==> src/rtl/wb_stage_if.sv <==
// Bus between the MEM/WB pipeline register, the ID-stage read ports and the
// write-back / register-file block. The consumer of WB results (pipeline,
// forwarding unit) is the master; the register file is the slave.
interface wb_stage_if #(
  parameter int DATA_W  = 8,
  parameter int INSTR_W = 19,
  parameter int ADDR_W  = 3,
  parameter int CNT_W   = 16
);
  logic [DATA_W-1:0]  MEM_WB_mem_out_data;
  logic [DATA_W-1:0]  MEM_WB_alu_out;
  logic [DATA_W-1:0]  MEM_WB_shift_out;
  logic [INSTR_W-1:0] MEM_WB_instruction;
  logic [1:0]         MEM_WB_reg_write_mux;
  logic [ADDR_W-1:0]  rd_addr_a;
  logic [ADDR_W-1:0]  rd_addr_b;
  logic [DATA_W-1:0]  rd_data_a;
  logic [DATA_W-1:0]  rd_data_b;
  logic               wb_en;
  logic [ADDR_W-1:0]  wb_addr;
  logic [DATA_W-1:0]  wb_data;
  logic [CNT_W-1:0]   retire_count;

  modport master (
    output MEM_WB_mem_out_data, MEM_WB_alu_out, MEM_WB_shift_out,
           MEM_WB_instruction, MEM_WB_reg_write_mux, rd_addr_a, rd_addr_b,
    input  rd_data_a, rd_data_b, wb_en, wb_addr, wb_data, retire_count
  );

  modport slave (
    input  MEM_WB_mem_out_data, MEM_WB_alu_out, MEM_WB_shift_out,
           MEM_WB_instruction, MEM_WB_reg_write_mux, rd_addr_a, rd_addr_b,
    output rd_data_a, rd_data_b, wb_en, wb_addr, wb_data, retire_count
  );
endinterface

==> src/rtl/wb_stage_regfile.sv <==
// Write-back stage plus register file. Selects the WB source, writes the
// destination register on the clock edge, serves two combinational read
// ports with same-cycle WB bypass, and counts committed register writes.
// R0 is hardwired to zero on both the array and the bypass path.
module wb_stage_regfile #(
  parameter int DATA_W   = 8,
  parameter int INSTR_W  = 19,
  parameter int NUM_REGS = 8,
  parameter int ADDR_W   = 3,
  parameter int RD_LSB   = 11,
  parameter int CNT_W    = 16
) (
  input  logic        clk,
  input  logic        reset,
  wb_stage_if.slave   bus
);

  logic [DATA_W-1:0] regs_reg [NUM_REGS];
  logic [CNT_W-1:0]  retire_count_reg;
  logic [DATA_W-1:0] wb_data_sel;
  logic [ADDR_W-1:0] wb_addr_sel;
  logic              wb_en_sel;

  assign wb_addr_sel = bus.MEM_WB_instruction[RD_LSB +: ADDR_W];
  assign wb_en_sel   = (bus.MEM_WB_reg_write_mux != 2'b00) && (wb_addr_sel != '0);

  // Write-back source select; code 00 means no write and forces zero data.
  always_comb begin
    wb_data_sel = '0;
    case (bus.MEM_WB_reg_write_mux)
      2'b01:   wb_data_sel = bus.MEM_WB_alu_out;
      2'b10:   wb_data_sel = bus.MEM_WB_mem_out_data;
      2'b11:   wb_data_sel = bus.MEM_WB_shift_out;
      default: wb_data_sel = '0;
    endcase
  end

  // One read port: R0 reads zero, a live WB to the same address is bypassed,
  // otherwise the stored value is returned.
  function automatic logic [DATA_W-1:0] read_port(input logic [ADDR_W-1:0] addr);
    logic [DATA_W-1:0] value;
    value = regs_reg[addr];
    if (addr == '0) begin
      value = '0;
    end else if (wb_en_sel && (addr == wb_addr_sel)) begin
      value = wb_data_sel;
    end
    return value;
  endfunction

  // Both read ports are independent and may bypass simultaneously.
  always_comb begin
    bus.rd_data_a = read_port(bus.rd_addr_a);
    bus.rd_data_b = read_port(bus.rd_addr_b);
  end

  // Register array; wb_en is never set for R0 so entry 0 stays zero.
  always_ff @(posedge clk or negedge reset) begin
    if (!reset) begin
      for (int i = 0; i < NUM_REGS; i++) begin
        regs_reg[i] <= '0;
      end
    end else if (wb_en_sel) begin
      regs_reg[wb_addr_sel] <= wb_data_sel;
    end
  end

  // Retire counter: one per committed write, wraps naturally at 2^CNT_W.
  always_ff @(posedge clk or negedge reset) begin
    if (!reset) begin
      retire_count_reg <= '0;
    end else if (wb_en_sel) begin
      retire_count_reg <= retire_count_reg + CNT_W'(1);
    end
  end

  assign bus.wb_en        = wb_en_sel;
  assign bus.wb_addr      = wb_addr_sel;
  assign bus.wb_data      = wb_data_sel;
  assign bus.retire_count = retire_count_reg;

endmodule

==> src/flat_wrapper.sv <==
// flat-port wrapper written by rule: the top's interface ports become plain ports
module wb_stage_regfile_flat 
#(
  parameter int DATA_W   = 8,
  parameter int INSTR_W  = 19,
  parameter int NUM_REGS = 8,
  parameter int ADDR_W   = 3,
  parameter int RD_LSB   = 11,
  parameter int CNT_W    = 16
)
  (clk, reset, bus_MEM_WB_mem_out_data, bus_MEM_WB_alu_out, bus_MEM_WB_shift_out, bus_MEM_WB_instruction, bus_MEM_WB_reg_write_mux, bus_rd_addr_a, bus_rd_addr_b, bus_rd_data_a, bus_rd_data_b, bus_wb_en, bus_wb_addr, bus_wb_data, bus_retire_count);
  wb_stage_if #(.DATA_W(DATA_W), .INSTR_W(INSTR_W), .ADDR_W(ADDR_W), .CNT_W(CNT_W)) bus_i ();
  input  logic clk;
  input  logic reset;
  input wire logic [$bits(bus_i.MEM_WB_mem_out_data)-1:0] bus_MEM_WB_mem_out_data;
  input wire logic [$bits(bus_i.MEM_WB_alu_out)-1:0] bus_MEM_WB_alu_out;
  input wire logic [$bits(bus_i.MEM_WB_shift_out)-1:0] bus_MEM_WB_shift_out;
  input wire logic [$bits(bus_i.MEM_WB_instruction)-1:0] bus_MEM_WB_instruction;
  input wire logic [$bits(bus_i.MEM_WB_reg_write_mux)-1:0] bus_MEM_WB_reg_write_mux;
  input wire logic [$bits(bus_i.rd_addr_a)-1:0] bus_rd_addr_a;
  input wire logic [$bits(bus_i.rd_addr_b)-1:0] bus_rd_addr_b;
  output wire logic [$bits(bus_i.rd_data_a)-1:0] bus_rd_data_a;
  output wire logic [$bits(bus_i.rd_data_b)-1:0] bus_rd_data_b;
  output wire logic [$bits(bus_i.wb_en)-1:0] bus_wb_en;
  output wire logic [$bits(bus_i.wb_addr)-1:0] bus_wb_addr;
  output wire logic [$bits(bus_i.wb_data)-1:0] bus_wb_data;
  output wire logic [$bits(bus_i.retire_count)-1:0] bus_retire_count;
  assign bus_i.MEM_WB_mem_out_data = bus_MEM_WB_mem_out_data;
  assign bus_i.MEM_WB_alu_out = bus_MEM_WB_alu_out;
  assign bus_i.MEM_WB_shift_out = bus_MEM_WB_shift_out;
  assign bus_i.MEM_WB_instruction = bus_MEM_WB_instruction;
  assign bus_i.MEM_WB_reg_write_mux = bus_MEM_WB_reg_write_mux;
  assign bus_i.rd_addr_a = bus_rd_addr_a;
  assign bus_i.rd_addr_b = bus_rd_addr_b;
  assign bus_rd_data_a = bus_i.rd_data_a;
  assign bus_rd_data_b = bus_i.rd_data_b;
  assign bus_wb_en = bus_i.wb_en;
  assign bus_wb_addr = bus_i.wb_addr;
  assign bus_wb_data = bus_i.wb_data;
  assign bus_retire_count = bus_i.retire_count;
  wb_stage_regfile #(.DATA_W(DATA_W), .INSTR_W(INSTR_W), .NUM_REGS(NUM_REGS), .ADDR_W(ADDR_W), .RD_LSB(RD_LSB), .CNT_W(CNT_W)) u_core (.clk(clk), .reset(reset), .bus(bus_i));
endmodule
==> config.mk <==
export PLATFORM = sky130hd
export DESIGN_NAME = wb_stage_regfile_flat
export DESIGN_NICKNAME = d
export VERILOG_FILES = /design/src/rtl/wb_stage_if.sv /design/src/rtl/wb_stage_regfile.sv /design/src/flat_wrapper.sv
export SDC_FILE = /design/constraint.sdc
export NUM_CORES = 1
export LEC_CHECK = 0
export CAP_MARGIN = 15
export CORE_MARGIN = 8
export CORE_UTILIZATION = 60
export CTS_CLUSTER_SIZE = 30
export DETAILED_ROUTE_END_ITERATION = 10
export DONT_BUFFER_PORTS = 1
export PLACE_DENSITY = 0.78
export SYNTH_ARGS = -nofsm -noshare
export SYNTH_HDL_FRONTEND = slang
export SYNTH_SLANG_ARGS = --single-unit
export TNS_END_PERCENT = 30
==> constraint.sdc <==
create_clock -name clk -period 1.8 [get_ports clk]
set_input_delay 0.18 -clock clk [delete_from_list [all_inputs] [get_ports clk]]
set_output_delay 0.18 -clock clk [all_outputs]
set_load 0.005 [all_outputs]
# After elaboration in Yosys (flattened, before gate mapping)
# Cells that the tools add are included.
[word_totals] out_inout_bits=44 memories=0 in_bits=53 mem_bits_ro=0 elab_cells=44 mem_bits_rw=0 latch_bits=0 regBits=80
[classes] add_sub_neg=1 reduce_logical=8 n_mux=14 order_cmp=4 eq_ne=5 div_mod_pow=0 bitwise=3 n_shift=0 mul=0
[ops] op="8-bit two-way mux" count=9
[ops] op="64-bit bitwise mux" count=1
[ops] op="8-bit binary-select mux with 3-bit select" count=2
[ops] op="8-bit demux with 3-bit select" count=1
[ops] op="8-bit one-hot mux with 3 select lines" count=1
[ops] op="16-bit by 1-bit adder with 16-bit output (second input constant)" count=1
[ops] op="4-bit greater-or-equal comparator (second input constant)" count=3
[ops] op="3-bit NOT with 4-bit output" count=3
[ops] op="3-bit == test" count=2
[ops] op="3-bit zero test" count=2
[ops] op="2-bit == test (second input constant)" count=2
[ops] op="1-bit logical AND" count=4
[ops] op="4-bit by 1-bit < comparator with 1-bit output (second input constant)" count=1
[ops] op="3-bit nonzero test" count=1
[ops] op="2-bit by 1-bit == test with 1-bit output (second input constant)" count=1
[ops] op="2-bit nonzero test" count=1

# Logic depth before layout (Yosys ltp)
# Gate-level depths: netlist of the first run.
[depth] depth_word=6 ltp_mapped=7 depth_no_buf=5

# Least setup slack after synthesis of the first run
# Ideal clock, no wire load.
[synth_timing] path_kind="in2out" start="input port bus_rd_addr_a[0]" end="output port bus_rd_data_a[6]" t_arrival_ns=1.387 required_time_ns=1.620 path_slack_ns=0.233 n_path_buf=2 cell_stages=5 cell_sequence="buf_2 > buf_4 > mux4_2 > mux2i_1 > a211oi_1"
[synth_between] elab_chain_len=6 word_cells_on_any_way=9 cone_classes="eq/ne: 1; mux: 5; bitwise: 1; reduce/logical: 2"
[synth_lines] item="start: declaration" line_no="flat_wrapper.sv:20" source="input wire logic [$bits(bus_i.rd_addr_a)-1:0] bus_rd_addr_a;"
[synth_lines] item="3-bit NOT with 4-bit output (not written as such)" line_no="wb_stage_regfile.sv:42" source="value = regs_reg[addr];"
[synth_lines] item="8-bit binary-select mux with 3-bit select" line_no="wb_stage_regfile.sv:42"
[synth_lines] item="8-bit two-way mux (not written as such) (2 in series)" line_no="wb_stage_regfile.sv:42"
[synth_lines] item="8-bit two-way mux" line_no="wb_stage_regfile.sv:45" source="end else if (wb_en_sel && (addr == wb_addr_sel)) begin"
[synth_lines] item="8-bit two-way mux (*)" line_no="wb_stage_regfile.sv:43" source="if (addr == '0) begin"
[synth_lines] item="end: declaration" line_no="flat_wrapper.sv:22" source="output wire logic [$bits(bus_i.rd_data_a)-1:0] bus_rd_data_a;"
# Every way passes the cells marked *; elsewhere a longest branch is shown, timed or not. The select of a mux whose other input is x is not followed.

# Final worst setup path of the first run
[layout_timing] start="register u_core.regs_reg[6] in the netlist's numbering" end="output port bus_rd_data_b[6]"
[layout_between] elab_chain_len=5
[layout_lines] item="start: declaration" line_no="wb_stage_regfile.sv:18" source="logic [DATA_W-1:0] regs_reg [NUM_REGS];"
[layout_lines] item="start signal: indexed assignment" line_no="wb_stage_regfile.sv:64" source="regs_reg[wb_addr_sel] <= wb_data_sel;"
[layout_lines] item="8-bit binary-select mux with 3-bit select" line_no="wb_stage_regfile.sv:42"
[layout_lines] item="8-bit two-way mux (not written as such) (2 in series)" line_no="wb_stage_regfile.sv:42"
[layout_lines] item="8-bit two-way mux" line_no="wb_stage_regfile.sv:45"
[layout_lines] item="8-bit two-way mux" line_no="wb_stage_regfile.sv:43"
[layout_lines] item="end: declaration" line_no="flat_wrapper.sv:23" source="output wire logic [$bits(bus_i.rd_data_b)-1:0] bus_rd_data_b;"
# No other way between the ends. The select of a mux whose other input is x is not followed.

==> results of run 1 <==
-- metrics by stage --
step / setup slack (ns) / cell area [um^2] / power [mW]
6_report: 0.06192 / 4818 / 5.326
5_1_grt: 0.01176 / 4818 / 5.568
4_1_cts: 0.04584 / 4818 / 5.339
3_5_place_dp: 0.2059 / 4566 / 3.706
3_3_place_gp: 0.2346 / 4566 / 3.604
2_1_floorplan: 0.2327 / 4539 / 3.459
-- layout make-up --
type                    count  area share (%)
well taps                  99           2.571
multi-input cells         256           47.75
clock buffers              10           2.856
flip-flops and latches     80           41.55
inverters                   7          0.5453
clock inverters             6           2.389
repair buffers             15           2.337
-- placed cells by master (no fill, tap or decap), types with 8 or more instances in the layout --
| master | Yosys | layout |
|---|---|---|
| nor2_1 | 50 | 50 |
| dfrtp_1 | 80 | 80 |
| mux2i_1 | 19 | 19 |
| nand2_1 | 14 | 14 |
| mux4_2 | 32 | 32 |
| a211oi_1 | 17 | 17 |
| o21ai_0 | 8 | 8 |
| clkbuf_8 | 0 | 10 |
| buf_4 | 8 | 15 |
| a21oi_1 | 26 | 26 |
| xnor2_1 | 19 | 19 |
| mux2_2 | 27 | 27 |
-- cells by family after synthesis --
| group | Yosys count |
|---|---|
| muxes | 78 |
| DFF | 80 |
| adders and majority gates | 1 |
| buffers and inverters | 45 |
| and+or+nand+nor | 94 |
| AOI/OAI and AO/OA | 62 |
| xor gates and xnor gates | 21 |
-- routing by layer --
metal	part of all wire [%]	wire length, um
met5	0	0
met4	3.0	317
met3	11	1145
met2	48	5086
met1	39	4110
-- repair_timing --
action | CTS | global route
setup endpoints to repair | 0 | 0
endpoints found under the hold margin | 80 | 80
gates resized for setup | 0 | 0
-- critical path, delay by kind of cell (launching register included) --
family,cells,cell delay [ns]
flops,1,0.41
compound gates,1,0.14
mux,2,0.65
-- worst paths after layout --
path	from	end	slack [ns]	cells after the start
worst min-delay path	reset	u_core.bus.retire_count[4]$_DFFE_PN0P_	-0.50	0
worst max register to register	u_core.bus.retire_count[3]$_DFFE_PN0P_	u_core.bus.retire_count[13]$_DFFE_PN0P_	0.24	4
min in group clk	bus_MEM_WB_instruction[13]	u_core.bus.retire_count[0]$_DFFE_PN0P_	0.07	2
max in group asynchronous	reset	u_core.regs_reg[25]$_DFFE_PN0P_	2.16	0
worst min register to register	u_core.regs_reg[61]$_DFFE_PN0P_	u_core.regs_reg[61]$_DFFE_PN0P_	0.40	0
worst max-delay path	u_core.regs_reg[6]$_DFFE_PN0P_	bus_rd_data_b[6]	0.06	3
-- power by group --
part | switching, mW | internal [mW]
sequential | 0.343 | 2.16
clock | 0.693 | 0.966
combinational | 0.485 | 0.676
==> summary.md, run 1 <==
| Metric | Value |
|---|---|
| Outcome | finished, violations left |
| Failing checks | hold timing |
| PD cells | 1105 mW/mm^2 |
| Total GRT Usage | 21.47% |
| Grt total ovfl | 0 |
| Worst clock skew | between 0.007 and 0.008 ns |
| Die W | 103.0 um |
| Initial Util | between 60% and 70% |
| Global-route met3 utilization | under 10% |
| Reg clk slew, reported paths | approximately 0.090 ns |
| Residual DRC | 0 |
| Synth async-reset ratio | 100.0% |
| Nature of the critical path endpoint | primary output |
| Synth Area in Compound Gates | under 10% |
| Post-CTS setup buffer count | 0 |
| Number of port buffers | 0 |
| Largest stage delay, worst path | between 0.4 and 0.5 ns |
| Clk sinks | 80 |
| Crit Path Max Fanout | 3 |
| Total negative slack | 0 ns |
| Actual slew at the worst max-slew pin | approximately 0.54 ns |
| Post-synth EDFFs | 0 |
| FILL cells | 541 |
| Dominant cells by area after synthesis | dfrtp_1, mux4_2, mux2_2, mux2i_1, nor2_1 |
| Post-Syn Nets | 435 |
| Synth-to-Final Area Change | 6.147% |
| Crit path kind | flop to primary output |
| Number of max-cap violations | 0 |
| GP Congestion | 0.8073 |
| Highest Clock Rate | 0.5753 GHz |
| TritonCTS Buffers | 9 |
| Antenna-violating nets left | 0 |
| Detailed placement HPWL | 7.727 mm |
| Flops & latches, synth | 80 |
| Busiest grt layer | met2 |
| Critical path data required time | between 1.5 and 2 ns |
| Final Hold Fails | 80 |
| Critical Path AT | around 1.6 ns |
| Xor and xnor area share after synthesis | under 10% |
| Initial DRC count | 183 |
| Clock Path Buffers | 2 |
| Synth unique cells | 34 |
| Most frequent cells after synthesis | dfrtp_1, nor2_1, mux4_2, mux2_2, a21oi_1 |
| Final Util | around two thirds |
| Final setup viols | 0 |
| Vias | roughly 3000 |
| Post-synth top area cell | dfrtp_1 |
| Via count of the first global-routing pass | between 3000 and 4000 |
| Antenna violations before repair | 0 |
| Met1 usage in global routing | 25.16% |
| Pleak | 1.986 nW |
| Sequential fraction of the synthesis area | between 40% and 50% |
| Simple-gate portion of the synthesized area | between 10 and 15% |
| Share of the synthesized area in the top cell type | between 40 and 50% |
| Worst hold path class | input pin to async pin |
| Top FF cell, synth | dfrtp_1 |
| Adder-cell share of the synthesized area | less than 1% |
| Wirelength per Cell | ~23 um |
| Root buffer cell | clkbuf_8 |
| Final hold slack | -0.4988 ns |
| Pre-Repair DR Iteration Count | 4 |
| VDD IR max | 0.0004799 V |
| Largest net degree at the start of global routing | 81 |
| Cell Area, Synth | 0.004539 mm^2 |
| Critical-path cell list | mux4_2 -> mux2i_1 -> a211oi_1 |
| Die H | just over 100 um |
| Cell count after placement | approximately 460 |
| Yosys warns | 0 |
| Cells after synthesis | ~380 |
| Fin crit period | 1.738 ns |
| Max reg flops | 64 |
| Placeable Area | between 0.007 and 0.008 mm^2 |
| Slowest-stage cell, CP | mux4_2 |
| Nets | between 400 and 500 |
| Share of cells above drive strength 1 | between 20 and 30% |
| Slew HR | between 60% and 70% |
| RSZ-0062 raised after global routing | false |
| Die Area | 0.01060 mm^2 |
| Top Ports | 97 |
| Met2 Track Usage GR | between 30% and 40% |
| Via-to-Cell Ratio | about 6.5 |
| Number of cell rows | 31 |
| Max-slew violations | 0 |
| First-pass GRT wire length | about 17 mm |
| Fin crit share | 96.56% |
| H-tree levels | 3 |
| TritonCTS clock tree | yes |
| Crit path launch type | flop |
| Area occupied by registers | ~0.002 mm^2 |
| Final WL | ~11 mm |
| Multi-input gate area | approximately 0.0023 mm^2 |
| Main combinational cell family by area after synthesis | multiplexers |
| Mux cell area share after synthesis | a little over a quarter |
| Antenna diodes | 0 |
| Final Non-Filler Cells | about 470 |
| Most frequent cell after synthesis | dfrtp_1 |
| Avg Cell Area, Syn | about 12 um^2 |
| Worst-Skew Late Latency | between 0.3 and 0.4 ns |
Note: power is estimated with default switching activity, not from simulation.
==> run 2: changes to the inputs <==
--- a/config.mk
+++ b/config.mk
@@ -5,13 +5,14 @@
 export SDC_FILE = /design/constraint.sdc
 export NUM_CORES = 1
 export LEC_CHECK = 0
+export BUFFER_PORTS_ARGS = -buffer_cell sky130_fd_sc_hd__buf_2
 export CAP_MARGIN = 15
+export CORE_ASPECT_RATIO = 1.25
 export CORE_MARGIN = 8
-export CORE_UTILIZATION = 60
+export CORE_UTILIZATION = 55
 export CTS_CLUSTER_SIZE = 30
 export DETAILED_ROUTE_END_ITERATION = 10
-export DONT_BUFFER_PORTS = 1
-export PLACE_DENSITY = 0.78
+export PLACE_DENSITY = 0.82
 export SYNTH_ARGS = -nofsm -noshare
 export SYNTH_HDL_FRONTEND = slang
 export SYNTH_SLANG_ARGS = --single-unit
==> run 2 against run 1 <==
  * The flow finishes with violations (setup timing)
  * Clock power is 11% lower
  * Sequential share of layout area is 4.2 points lower
  * Sequential cell count stayed put
==> summary.md, run 2 (synthesis gave the netlist of run 1 again) <==
| Metric | Value |
|---|---|
| Antenna diodes | 0 (unchanged) |
| Worst hold path class | input pin to flop (was input pin to async pin) |
| Cell count after placement | 552 (was 457) |
| Failing checks | setup timing (was hold timing) |
| Multi-input gate area | 0.002310 mm^2 (was 0.002301 mm^2) |
| Number of port buffers | 80 (was 0) |
| Number of cell rows | 37 (was 31) |
| Worst-Skew Late Latency | 0.37 ns (was 0.36 ns) |
| Share of cells above drive strength 1 | 43.43% (was 28.61%) |
| Critical path data required time | 1.62 ns (about the same) |
| Pre-Repair DR Iteration Count | 4 (unchanged) |
| Die W | 97.26 um (was 103.0 um) |
| Clk sinks | 80 (unchanged) |
| Initial DRC count | 240 (was 183) |
| Clock Path Buffers | 2 (unchanged) |
| Fin crit period | 1.869 ns (was 1.738 ns) |
| Antenna-violating nets left | 0 (unchanged) |
| Wirelength per Cell | 19.71 um (was 22.53 um) |
| Largest net degree at the start of global routing | 48 (was 81) |
| Fin crit share | 103.8% (was 96.56%) |
| Slew HR | 59.75% (was 63.75%) |
| Critical Path AT | 1.69 ns (was 1.56 ns) |
| Crit path kind | flop to primary output (unchanged) |
| Final setup viols | 14 (was 0) |
| R2r endpoint | u_core.bus.retire_count[15]$_DFFE_PN0P_ (was u_core.bus.retire_count[13]$_DFFE_PN0P_) |
| R2r startpoint | u_core.bus.retire_count[4]$_DFFE_PN0P_ (was u_core.bus.retire_count[3]$_DFFE_PN0P_) |
| Grt total ovfl | 0 (unchanged) |
| Top Ports | 97 (unchanged) |
| Outcome | finished, violations left (unchanged) |
| Total GRT Usage | 20.39% (was 21.47%) |
| Number of max-cap violations | 0 (unchanged) |
| FF-to-FF path depth | 4 (unchanged) |
| Total negative slack | -0.4692 ns (was 0 ns) |
| TritonCTS Buffers | 9 (unchanged) |
| Die Area | 0.01143 mm^2 (was 0.01060 mm^2) |
| Hold Crit Endpoint | u_core.regs_reg[54]$_DFFE_PN0P_ |
| RSZ-0062 raised after global routing | true (was false) |
| Synth-to-Final Area Change | 18.19% (was 6.147%) |
| Antenna violations before repair | 0 (unchanged) |
| Setup ws final | -0.06898 ns (was 0.06192 ns) |
| Max reg flops | 64 (unchanged) |
| Residual DRC | 0 (unchanged) |
| Crit path launch type | flop (unchanged) |
| Most frequent cells in the layout | dfrtp_1, buf_2, nor2_1 (was dfrtp_1, nor2_1, mux4_2) |
| Die H | 117.6 um (was 103.0 um) |
| Hold Path Depth | 3 |
| GP Congestion | 0.8601 (was 0.8073) |
| Final Non-Filler Cells | 569 (was 473) |
| R2r setup slk | 0.30 ns (was 0.24 ns) |
| Nets | 522 (was 423) |
| Placeable Area | 0.008148 mm^2 (was 0.007292 mm^2) |
| Hold Startpoint | bus_MEM_WB_mem_out_data[6] |
| Detailed placement HPWL | 8.594 mm (was 7.727 mm) |
| Via count of the first global-routing pass | 3733 (was 3296) |
| Final WL | 11.21 mm (was 10.66 mm) |
| Worst clock skew | 0.01193 ns (was 0.007482 ns) |
| Nature of the critical path endpoint | primary output (unchanged) |
| Highest Clock Rate | 0.5351 GHz (was 0.5753 GHz) |
| FILL cells | 605 (was 541) |
| Crit Path Max Fanout | 3 (unchanged) |
| First-pass GRT wire length | 19.02 mm (was 16.89 mm) |
| Final hold slack | 0.2109 ns (was -0.4988 ns) |
| Final Hold Fails | 0 (was 80) |
| H-tree levels | 3 (unchanged) |
| Most common cell after layout, fill and taps aside | dfrtp_1 (unchanged) |
| Reg clk slew, reported paths | 0.08 ns (was 0.09 ns) |
| TritonCTS clock tree | yes (unchanged) |
| PD cells | 1030 mW/mm^2 (was 1105 mW/mm^2) |
| Pleak | 2.413 nW (was 1.986 nW) |
| Vias | 3445 (was 3060) |
| Max-slew violations | 0 (unchanged) |
| Area occupied by registers | 0.002002 mm^2 (unchanged) |
| VDD IR max | 0.0008133 V (was 0.0004799 V) |
| Actual slew at the worst max-slew pin | 0.6038 ns (was 0.5418 ns) |
| Via-to-Cell Ratio | 6.054 (was 6.469) |
| Post-Layout Inst Area | 0.005365 mm^2 (was 0.004818 mm^2) |
| Placement Cell Area | 0.005119 mm^2 (was 0.004566 mm^2) |
| Root buffer cell | clkbuf_8 (unchanged) |
| Initial Util | 55.71% (was 62.25%) |
[run 2: cell type report]
| cell class | count | share of cell area (%) |
|---|---|---|
| multi-input combinational | 256 | 43.05 |
| inverter | 7 | 0.4897 |
| sequential | 80 | 37.31 |
| timing repair buffer | 114 | 12.78 |
| clock inverter | 3 | 1.213 |
| clock buffer | 12 | 2.892 |
| tap | 97 | 2.262 |
[run 2: worst max-delay path by stage]
stage	startpoint	end
detailed placement	bus_MEM_WB_reg_write_mux[1]	bus_rd_data_b[6]
global route	u_core.regs_reg[6]$_DFFE_PN0P_	bus_rd_data_b[6]
finish	u_core.regs_reg[38]$_DFFE_PN0P_	bus_rd_data_b[6]
global placement	bus_MEM_WB_reg_write_mux[1]	bus_rd_data_a[6]
CTS	u_core.regs_reg[0]$_DFFE_PN0P_	bus_rd_data_b[0]
floorplan	bus_rd_addr_a[0]	bus_rd_data_a[6]
[run 2: metrics by stage]
step / power [mW] / setup slack, ns / util (%)
4_1_cts: 5.545 / -0.08164 / 65.65
2_1_floorplan: 3.459 / 0.2327 / -
3_5_place_dp: 4.069 / 0.009164 / 62.82
3_3_place_gp: 3.942 / 0.07928 / 62.82
6_report: 5.525 / -0.06898 / 65.85
5_1_grt: 5.840 / -0.1195 / 65.85
[run 2: repair_timing]
item / in CTS / in global routing
pin swaps: 6 / 2
gates cloned: 0 / 0
hold endpoints to repair: 44 / 0
hold buffers: 1 / 0
endpoints found under the setup margin: 16 / 16
gates resized for setup: 0 / 2
buffers inserted: 0 / 1
[run 2: critical path: stages, from the launching register on]
cell and delay (ns):
dfrtp_1 0.41, mux4_2 0.48, mux2i_1 0.18, a211oi_1 0.11, buf_2 0.14
[run 2: power breakdown]
group / internal [mW] / switching, mW / total (mW)
Clock: 0.848 / 0.630 / 1.48
Sequential: 2.16 / 0.309 / 2.47
Combinational: 0.866 / 0.710 / 1.58
Total: 3.88 / 1.65 / 5.53
[run 2: routing by layer]
layer | routed length, um | track usage, % | share of wire, %
met2 | 5440 | 32.36 | 49
met1 | 4536 | 24.92 | 40
met5 | 0 | 0 | 0
met3 | 939 | 5.696 | 8.4
met4 | 296 | 10.16 | 2.6
==> run 3: changes to the inputs <==
--- a/config.mk
+++ b/config.mk
@@ -9,10 +9,10 @@
 export CAP_MARGIN = 15
 export CORE_ASPECT_RATIO = 1.25
 export CORE_MARGIN = 8
-export CORE_UTILIZATION = 55
+export CORE_UTILIZATION = 50
 export CTS_CLUSTER_SIZE = 30
 export DETAILED_ROUTE_END_ITERATION = 10
-export PLACE_DENSITY = 0.82
+export PLACE_DENSITY = 0.79
 export SYNTH_ARGS = -nofsm -noshare
 export SYNTH_HDL_FRONTEND = slang
 export SYNTH_SLANG_ARGS = --single-unit
==> constraint.sdc (replaced) <==
create_clock -name clk -period 1.6 [get_ports clk]
set_input_delay 0.16 -clock clk [delete_from_list [all_inputs] [get_ports clk]]
set_output_delay 0.16 -clock clk [all_outputs]
set_load 0.005 [all_outputs]
==> run 3 against run 2 <==
  * The run still ends with setup timing left
  * Routed wire length increased by 6.4%
  * Sequential share of layout area down 2.0 points
  * Register-to-register slack got worse by 0.13 ns
  * Utilization down 2.7 points
  * Critical endpoint unchanged
  * Cell count rose by 8.4%
  * Final area up 5.7%
  * Non-clock buffer count is 21 higher
  * Hold slack worse by 0.050 ns
  * Sequential power is 13% higher
  * Die area increased by 8.5%
  * Clock skew down 0.0039 ns
  * Largest power group unchanged
  * Critical path depth did not move
==> summary.md, run 3 (synthesis gave the netlist of run 1 again) <==
| Metric | Value |
|---|---|
| Outcome | finished, violations left (unchanged) |
| Failing checks | setup timing (unchanged) |
| Power share of the clock group | 30.2% (was 26.7%) |
| Root buffer cell | clkbuf_16 (was clkbuf_8) |
| Critical Path Source | u_core.regs_reg[38]$_DFFE_PN0P_ (unchanged) |
| Residual DRC | 0 (unchanged) |
| Max reg flops | 64 (unchanged) |
| Critical Path AT | 1.70 ns (was 1.69 ns) |
| Crit path launch type | flop (unchanged) |
| Overall power | 6.681 mW (was 5.525 mW) |
| Number of cell rows | 39 (was 37) |
| Antenna-violating nets left | 0 (unchanged) |
| Met3 wire len | 890 um (was 939 um) |
| H-tree levels | 3 (unchanged) |
| Crit Path Max Fanout | 3 (unchanged) |
| TritonCTS clock tree | yes (unchanged) |
| Fin crit period | approximately 1.9 ns |
| Synth-to-Final Area Change | 24.92% (was 18.19%) |
| Sw Share | 29.75% (was 29.83%) |
| Final Hold Fails | 0 (unchanged) |
| Share of cells above drive strength 1 | 45.95% (was 43.43%) |
| Antenna diodes | 0 (unchanged) |
| Initial Util | 50.56% (was 55.71%) |
| Wl on met1 | 4.743 mm (was 4.536 mm) |
| Fin crit share | 116.1% |
| Actual slew at the worst max-slew pin | 0.7333 ns (was 0.6038 ns) |
| Nets | 543 (was 522) |
| Setup ws final | -0.2578 ns (was -0.06898 ns) |
| Detailed placement HPWL | 8.926 mm (was 8.594 mm) |
| Largest stage delay, worst path | 0.49 ns (was 0.48 ns) |
| Via count of the first global-routing pass | 3873 (was 3733) |
| Max-slew violations | 0 (unchanged) |
| Highest Clock Rate | between 0.5 and 0.6 GHz |
| VDD IR max | 0.0005569 V (was 0.0008133 V) |
| Pint | 4.693 mW (was 3.877 mW) |
| Pre-CTS setup slack | -0.1263 ns (was 0.009164 ns) |
| Top Ports | 97 (unchanged) |
| R2r startpoint | u_core.bus.retire_count[3]$_DFFE_PN0P_ (was u_core.bus.retire_count[4]$_DFFE_PN0P_) |
| Placeable Area | 0.008979 mm^2 (was 0.008148 mm^2) |
| Switch Pwr | 1.988 mW (was 1.648 mW) |
| Final setup viols | 16 (was 14) |
| GP Congestion | 0.8871 (was 0.8601) |
| Max Used Layer | met4 (unchanged) |
| Worst-Skew Late Latency | 0.34 ns (was 0.37 ns) |
| Worst hold path class | input pin to async pin (was input pin to flop) |
| Most frequent cells in the layout | dfrtp_1, buf_2, buf_4 (was dfrtp_1, buf_2, nor2_1) |
| Final Util | 63.15% (was 65.85%) |
| Wirelength per Cell | 19.33 um (was 19.71 um) |
| R2r setup slk | 0.17 ns (was 0.30 ns) |
| FF-to-FF path depth | 4 (unchanged) |
| Clock Path Buffers | 2 (unchanged) |
| Vias | 3570 (was 3445) |
| Slew HR | 50.85% (was 59.75%) |
| Total GRT Usage | 20.35% (was 20.39%) |
| Number of port buffers | 80 (unchanged) |
| Largest net degree at the start of global routing | 51 (was 48) |
| Nature of the critical path endpoint | primary output (unchanged) |
| Grt total ovfl | 0 (unchanged) |
| R2r endpoint | u_core.bus.retire_count[13]$_DFFE_PN0P_ (was u_core.bus.retire_count[15]$_DFFE_PN0P_) |
| PD cells | 1178 mW/mm^2 (was 1030 mW/mm^2) |
| Die Area | 0.01240 mm^2 (was 0.01143 mm^2) |
| Initial DRC count | 252 (was 240) |
| Reg clk slew, reported paths | 0.06 ns (was 0.08 ns) |
| Met2 wire length | 5.815 mm (was 5.440 mm) |
| Clk sinks | 80 (unchanged) |
| Final WL | 11.93 mm (was 11.21 mm) |
| TritonCTS Buffers | 9 (unchanged) |
| Crit path kind | flop to primary output (unchanged) |
| Pleak | 2.552 nW (was 2.413 nW) |
| RSZ-0062 raised after global routing | true (unchanged) |
| Antenna violations before repair | 0 (unchanged) |
| Number of max-cap violations | 0 (unchanged) |
| Die H | 122.5 um (was 117.6 um) |
| Critical-path cell list | mux4_2 -> mux2i_2 -> a211oi_2 -> buf_2 (was mux4_2 -> mux2i_1 -> a211oi_1 -> buf_2) |
| Flop pwr share | 41.8% (was 44.7%) |
| Combinational power share | 28.0% (was 28.5%) |
| Most common cell after layout, fill and taps aside | dfrtp_1 (unchanged) |
| Via-to-Cell Ratio | 5.786 (was 6.054) |
| Critical path data required time | 1.44 ns (was 1.62 ns) |
| Critical path destination | bus_rd_data_b[6] (unchanged) |
| Slowest-stage cell, CP | mux4_2 (unchanged) |
| First-pass GRT wire length | 19.45 mm (was 19.02 mm) |
| Pre-Repair DR Iteration Count | 5 (was 4) |
| Worst clock skew | 0.007982 ns (was 0.01193 ns) |
| Die W | 101.2 um (was 97.26 um) |
run 3: layer usage:
layer	GRT usage [%]	up-vias
met1	24.01	1778
li1	-	1593
met3	5.335	34
met4	12.23	0
met2	32.73	165
met5	0	-
run 3: timing repair:
action / 4_1_cts / 5_1_grt
hold buffers: 1 / 0
setup endpoints to repair: 16 / 20
pin swaps: 7 / 4
resized for setup: 0 / 6
hold endpoints to repair: 80 / 0
buffers inserted: 2 / 3
run 3: layout make-up:
| class | instances | area [um^2] |
|---|---|---|
| clock buffers | 12 | 236.5 |
| inverters | 7 | 26.28 |
| repair buffers | 135 | 870.8 |
| fillers | 686 | 3308 |
| flip-flops and latches | 80 | 2002 |
| multi-input cells | 256 | 2327 |
| well taps | 123 | 153.9 |
| clock inverters | 4 | 53.80 |
run 3: power by group through the flow:
| stage | Sequential, mW | Combinational, mW | Clock, mW |
|---|---|---|---|
| 4_1_cts | 2.78 | 1.83 | 2.04 |
| 2_1_floorplan | 2.72 | 1.17 | 0 |
| 6_report | 2.79 | 1.87 | 2.02 |
| 3_3_place_gp | 2.76 | 1.73 | 0 |
| 5_1_grt | 2.85 | 2.05 | 2.13 |
| 3_5_place_dp | 2.81 | 1.80 | 0 |
run 3: how the worst min path moves through the flow:
stage / start / to
after floorplan: reset / u_core.bus.retire_count[0]$_DFFE_PN0P_
after global placement: reset / u_core.regs_reg[60]$_DFFE_PN0P_
after detailed placement: reset / u_core.regs_reg[60]$_DFFE_PN0P_
after CTS: bus_MEM_WB_mem_out_data[2] / u_core.regs_reg[50]$_DFFE_PN0P_
after global routing: reset / u_core.regs_reg[60]$_DFFE_PN0P_
final: reset / u_core.regs_reg[60]$_DFFE_PN0P_
run 3: per-stage QoR:
step	setup TNS, ns	cell area, um^2	hold slack, ns	cells
2_1_floorplan	0	4539	-0.1356	381
3_3_place_gp	-0.5636	5304	-0.03696	595
3_5_place_dp	-1.068	5304	-0.03796	595
4_1_cts	-2.903	5619	0.1641	614
5_1_grt	-3.730	5670	0.1800	617
6_report	-3.056	5670	0.1614	617
run 3: worst max-delay path: cells and delay by family, from the launching register on:
kind	cells	cell delay [ns]
AOI/OAI and AO/OA	1	0.12
buffers and inverters	1	0.15
DFF	1	0.40
muxes	2	0.68
